**src/rtl/spi_flash_arbiter.sv**
```systemverilog
// spi_flash_arbiter: shares the configuration SPI flash between the IROM boot
// loader (requester 0) and the run-time RISC-V SPI master (requester 1).
// Grants are level req/gnt, round-robin on contention, and every handover
// is separated by a chip-select-high gap of CS_GAP cycles (0 behaves as 1).
module spi_flash_arbiter #(
  parameter logic [7:0] CS_GAP = 8'd4
) (
  input  logic clk_i,
  input  logic crst_n,
  input  logic boot_done,
  input  logic req0,
  input  logic req1,
  output logic gnt0,
  output logic gnt1,
  input  logic m0_ss,
  input  logic m0_sck,
  input  logic m0_mosi,
  input  logic m1_ss,
  input  logic m1_sck,
  input  logic m1_mosi,
  output logic m0_miso,
  output logic m1_miso,
  output logic SPI_SS,
  output logic SPI_SCK,
  output logic SPI_SO,
  input  logic SPI_SI,
  output logic busy,
  output logic last_owner
);

  typedef enum logic [1:0] {
    IDLE = 2'd0,
    GNT0 = 2'd1,
    GNT1 = 2'd2,
    GAP  = 2'd3
  } state_e;

  // Gap counter reload; a zero gap still spends one cycle in GAP.
  localparam logic [7:0] GAP_LOAD = (CS_GAP == 8'd0) ? 8'd0 : (CS_GAP - 8'd1);

  state_e     state_q, state_d;
  logic [7:0] gap_cnt_q, gap_cnt_d;
  logic       gnt0_q, gnt0_d;
  logic       gnt1_q, gnt1_d;
  logic       busy_q, busy_d;
  logic       last_owner_q, last_owner_d;
  logic       r0, r1;

  // Requester 1 is invisible until the boot loader has finished.
  assign r0 = req0;
  assign r1 = req1 & boot_done;

  // Next-state, gap counter and registered-output decode.
  always_comb begin
    state_d      = state_q;
    gap_cnt_d    = gap_cnt_q;
    last_owner_d = last_owner_q;
    case (state_q)
      IDLE: begin
        if (r0 && r1) begin
          state_d = last_owner_q ? GNT0 : GNT1;
        end else if (r0) begin
          state_d = GNT0;
        end else if (r1) begin
          state_d = GNT1;
        end
      end
      GNT0: begin
        if (!req0) begin
          state_d   = GAP;
          gap_cnt_d = GAP_LOAD;
        end
      end
      GNT1: begin
        if (!req1) begin
          state_d   = GAP;
          gap_cnt_d = GAP_LOAD;
        end
      end
      GAP: begin
        if (gap_cnt_q == 8'd0) begin
          state_d = IDLE;
        end else begin
          gap_cnt_d = gap_cnt_q - 8'd1;
        end
      end
      default: state_d = IDLE;
    endcase
    if (state_q == IDLE && state_d == GNT0) last_owner_d = 1'b0;
    if (state_q == IDLE && state_d == GNT1) last_owner_d = 1'b1;
    gnt0_d = (state_d == GNT0);
    gnt1_d = (state_d == GNT1);
    busy_d = (state_d != IDLE);
  end

  // State machine and registered outputs, asynchronously reset to idle.
  always_ff @(posedge clk_i or negedge crst_n) begin
    if (!crst_n) begin
      state_q      <= IDLE;
      gap_cnt_q    <= '0;
      gnt0_q       <= 1'b0;
      gnt1_q       <= 1'b0;
      busy_q       <= 1'b0;
      last_owner_q <= 1'b0;
    end else begin
      state_q      <= state_d;
      gap_cnt_q    <= gap_cnt_d;
      gnt0_q       <= gnt0_d;
      gnt1_q       <= gnt1_d;
      busy_q       <= busy_d;
      last_owner_q <= last_owner_d;
    end
  end

  assign gnt0       = gnt0_q;
  assign gnt1       = gnt1_q;
  assign busy       = busy_q;
  assign last_owner = last_owner_q;

  // Flash pin mux from the registered state; unowned pins sit at idle level.
  always_comb begin
    SPI_SS  = 1'b1;
    SPI_SCK = 1'b0;
    SPI_SO  = 1'b0;
    m0_miso = 1'b0;
    m1_miso = 1'b0;
    case (state_q)
      GNT0: begin
        SPI_SS  = m0_ss;
        SPI_SCK = m0_sck;
        SPI_SO  = m0_mosi;
        m0_miso = SPI_SI;
      end
      GNT1: begin
        SPI_SS  = m1_ss;
        SPI_SCK = m1_sck;
        SPI_SO  = m1_mosi;
        m1_miso = SPI_SI;
      end
      default: begin
        SPI_SS  = 1'b1;
        SPI_SCK = 1'b0;
        SPI_SO  = 1'b0;
      end
    endcase
  end

endmodule

```
**config.mk**
```make
export PLATFORM = sky130hd
export DESIGN_NAME = spi_flash_arbiter
export DESIGN_NICKNAME = d
export VERILOG_FILES = /design/src/rtl/spi_flash_arbiter.sv
export SDC_FILE = /design/constraint.sdc
export NUM_CORES = 1
export LEC_CHECK = 0
export CELL_PAD_IN_SITES_DETAIL_PLACEMENT = 1
export CELL_PAD_IN_SITES_GLOBAL_PLACEMENT = 1
export CORE_ASPECT_RATIO = 0.75
export CORE_MARGIN = 8
export CORE_UTILIZATION = 35
export DETAILED_ROUTE_END_ITERATION = 8
export PLACE_DENSITY = 0.83
export SLEW_MARGIN = 30
export SYNTH_ARGS = -nofsm -noshare
export SYNTH_HDL_FRONTEND = slang
export SYNTH_SLANG_ARGS = --single-unit
```
**constraint.sdc**
```tcl
create_clock -name clk_i -period 5.9 [get_ports clk_i]
set_input_delay 1.475 -clock clk_i [delete_from_list [all_inputs] [get_ports clk_i]]
set_output_delay 1.475 -clock clk_i [all_outputs]
set_load 0.03 [all_outputs]
```
==> impl_summary.log <==
INFO  metric gp_routability_congestion = slightly above 0.8
INFO  metric syn_to_final_growth = 27.6%
INFO  metric drtPass1Iterations = 4
INFO  metric clk_path_buf_depth = 2
INFO  metric synthAdderAreaFrac = between 7 and 8%
INFO  metric cts_setup_buffers = 0
INFO  metric start_util = between 30% and 40%
INFO  metric fin_crit = about 4300 ps
INFO  metric hold_buffers = 0
INFO  metric dpl.hpwl = between 1.5 and 2 mm
INFO  metric cp.required = between 4000 and 5000 ps
INFO  metric grt.overflow.total = 0
INFO  metric design.core.area = 2580 sq um
INFO  metric clk_pin_slew = approximately 80 ps
INFO  metric placement.io_buffers = 20
INFO  metric drcViolationCount = 0
INFO  metric cts-resized-gates = 0
INFO  metric finalNetCount = roughly 140
INFO  metric synth_area = roughly 950 sq um
INFO  metric ioPinCount = 21
INFO  metric post-route-period-util = 73.0%
INFO  metric die_ht = 61.0 um
INFO  metric synth_enable_flop_cells = 0
INFO  metric ys.flop_type = sky130_fd_sc_hd__dfrtp_1
INFO  metric clock_sinks = 14
INFO  metric worst_skew_pair.late_latency = roughly 290 ps
INFO  metric diodes_inserted = 0
INFO  metric post_synth.cell_area_avg = 9.75 sq um
INFO  metric routed_wire_length_per_instance = roughly 16 um
INFO  metric slew_viol_final = 0
INFO  metric placement_rows = 16
INFO  metric cts_tree = done
INFO  metric worstHoldPathType = reg2reg
INFO  metric most_frequently_used_cell_type_in_the_post_synthesis_netlist = sky130_fd_sc_hd__dfrtp_1
INFO  metric synth.cells.most_frequent = 14 x sky130_fd_sc_hd__dfrtp_1, 9 x sky130_fd_sc_hd__inv_1, 7 x sky130_fd_sc_hd__nor2_1
INFO  metric hold_ws = roughly 580 ps
INFO  metric worst_ir_drop_vdd = between 200 and 250 uV
INFO  metric outcome = completed
INFO  metric drt_wl_total = between 2 and 3 mm
INFO  metric yosys.area.top_type = sky130_fd_sc_hd__dfrtp_1
INFO  metric ys.warnings.count = 0
INFO  metric postSynthNetCount = approximately 120
INFO  metric post_synth_mux_area_share = under 10%
INFO  metric final_design_area_excluding_fillers = roughly 1200 sq um
INFO  metric proportion_of_layout_cells_with_a_drive_suffix_above_1 = a little under an eighth
INFO  metric global_route_total_usage_across_every_layer = 11.2%
INFO  metric die_area = roughly 4600 sq um
INFO  metric hold_viol_final = 0
INFO  metric synth_simple_gate_area_share = about a fifth
INFO  metric wire_length_of_the_first_global_routing_pass = roughly 4.2 mm
INFO  metric detail_route.vias_per_cell = about 5.4
INFO  metric max_incr_delay_on_cp = 680 ps
INFO  metric drv.max_cap_violation_count = 0
INFO  metric critical_path.cell_chain = clkdlybuf4s50_1 > a22oi_1 > nor2b_1 > clkdlybuf4s50_1
INFO  metric yosysTopAreaCellShare = between 30% and 40%
INFO  metric asyncSetResetFlopFracSynth = 100%
INFO  metric fin_tns_setup = 0 ps
INFO  metric syn-instance-count = 97
INFO  metric via_count = between 800 and 900
INFO  metric powerDensity = 530 nW/um^2
INFO  metric relative_max_transition_margin = 57.8%
INFO  metric synth_compound_gate_area_share = between 20 and 25%
INFO  metric yosysSeqAreaShare = a little under two fifths
INFO  metric setup-violations-final = 0
INFO  metric worst_pin_slew = 632 ps
INFO  metric start_kind = primary input
INFO  metric synth.lib_cells_used.distinct = 37
INFO  metric detailedRoute.firstIterationViolations = 29
INFO  metric most_frequent_cell_on_critical_path = sky130_fd_sc_hd__clkdlybuf4s50_1
INFO  metric yosys_register_bits = 14
INFO  metric antenna_violating_nets_post_route = 0
INFO  metric final.setup_skew = roughly 13 ps
INFO  metric placedInstanceArea = 1170 sq um
INFO  metric synth_xor_area_share = approximately 4.6%
INFO  metric synth_area_leaders = sky130_fd_sc_hd__dfrtp_1 37%, sky130_fd_sc_hd__ha_1 7.9%, sky130_fd_sc_hd__inv_1 3.6%
INFO  metric clock_tree.root_cell = sky130_fd_sc_hd__clkbuf_4
INFO  metric timing_worst_setup_path_type = in2out
INFO  metric max_freq = between 0.2 and 0.25 GHz
INFO  metric grt_setup_unrepaired = false
INFO  metric critical_path_peak_fanout = 1
INFO  metric static-leakage-power = between 0.5 and 0.6 nW
INFO  metric critPathCaptureType = output pin
INFO  metric cp_data_arrival_time = approximately 2800 ps
INFO  metric cts.htree.levels = 1
INFO  metric antenna_found_initial = 0
INFO  metric vias_in_the_first_global_route = between 800 and 900
INFO  metric worst_slack_setup_final = between 1500 and 2000 ps
INFO  metric synth_top_family_by_area = compound AO/OA/AOI/OAI gates
INFO  metric detailedPlace.worstSlack = about 1600 ps
INFO  metric slowest_stage = sky130_fd_sc_hd__clkdlybuf4s50_1
INFO  metric die_width = approximately 76 um
INFO  metric cts_buf_count = 3
INFO  metric pin_count_of_the_biggest_net_entering_global_routing = 15
report_power, final:
part           switching [mW]  internal [mW]  leakage [nW]  total (mW)
registers              0.0255          0.126         0.176       0.152
clock network          0.0343         0.0376        0.0210      0.0719
logic                   0.239          0.177         0.327       0.417
area by class of cell:
class / instances / area, sq um
Fill cell: 288 / 1380
Multi-Input combinational cell: 71 / 542
Sequential cell: 14 / 350
Timing Repair Buffer: 20 / 200
Tap cell: 36 / 45.0
Clock buffer: 4 / 36.3
Inverter: 9 / 33.8
worst max-delay path, delay by kind of cell:
family / cells / cell delay (ps)
compound gates: 1 / 80
buf+inv: 2 / 1140
simple gates: 1 / 130
flip-flops by register name, summed over array words and instances (netlist names):
signal,flops
busy,1
last_owner,1
state_q,2
gap_cnt_q,8
gnt1,1
gnt0,1
stage by stage:
stage | power [mW] | util, % | cells
floorplan | 0.449 | - | 97
global placement | 0.554 | 45.3 | 150
detailed placement | 0.570 | 45.3 | 150
CTS | 0.645 | 46.8 | 154
global route | 0.690 | 46.8 | 154
finish | 0.640 | 46.8 | 154
layer usage:
layer	global-route usage, %	part of all wire (%)	wire, um
met1	12.6	45	1130
met2	19.5	49	1220
met3	4.52	5.5	139
met4	3.33	0.76	19
met5	0	0	0
path summary, 6_finish.rpt:
| path | slack, ps | endpoint | startpoint | depth (start not counted) |
|---|---|---|---|---|
| setup reg to reg | 3700 | gap_cnt_q[7]$_DFFE_PN0P_ | state_q[0]$_DFF_PN0_ | 6 |
| hold reg to reg | 580 | last_owner$_DFFE_PN0P_ | last_owner$_DFFE_PN0P_ | 2 |
| min in group asynchronous | 1570 | gap_cnt_q[6]$_DFFE_PN0P_ | crst_n | 1 |
| hold / removal | 580 | last_owner$_DFFE_PN0P_ | last_owner$_DFFE_PN0P_ | 2 |
| setup / recovery | 1600 | SPI_SCK | m1_sck | 4 |
| max in group asynchronous | 3920 | gap_cnt_q[5]$_DFFE_PN0P_ | crst_n | 1 |
logic make-up after synthesis:
| logic type | after synthesis |
|---|---|
| muxes | 2 |
| adders and majority gates | 6 |
| xor gates and xnor gates | 5 |
| AOI/OAI and AO/OA | 26 |
| DFF | 14 |
| and+or+nand+nor | 32 |
| buffers and inverters | 12 |
layout by cell type (no fill, tap or decap), types with 2 or more instances in the layout:
cell type                         netlist  final
sky130_fd_sc_hd__or4_1                  2      2
sky130_fd_sc_hd__nand4_1                2      2
sky130_fd_sc_hd__nand2b_1               4      4
sky130_fd_sc_hd__mux2i_1                2      2
sky130_fd_sc_hd__or2_2                  2      2
sky130_fd_sc_hd__dfrtp_1               14     14
sky130_fd_sc_hd__xnor2_1                2      2
sky130_fd_sc_hd__o221ai_1               2      2
sky130_fd_sc_hd__and2_1                 3      3
sky130_fd_sc_hd__nor2b_1                2      2
sky130_fd_sc_hd__o21ai_0                3      3
sky130_fd_sc_hd__nand2_1                3      3
sky130_fd_sc_hd__a21oi_1                3      3
sky130_fd_sc_hd__clkbuf_4               0      3
sky130_fd_sc_hd__ha_1                   6      6
sky130_fd_sc_hd__inv_1                  9      9
sky130_fd_sc_hd__a211oi_1               3      3
sky130_fd_sc_hd__a211o_2                2      2
sky130_fd_sc_hd__o22ai_1                2      2
sky130_fd_sc_hd__a2bb2oi_1              2      2
sky130_fd_sc_hd__nor2_1                 7      7
sky130_fd_sc_hd__xor2_1                 3      3
sky130_fd_sc_hd__clkdlybuf4s50_1        0     20
sky130_fd_sc_hd__a22oi_1                4      4
Power figures use the tool's default switching activity.
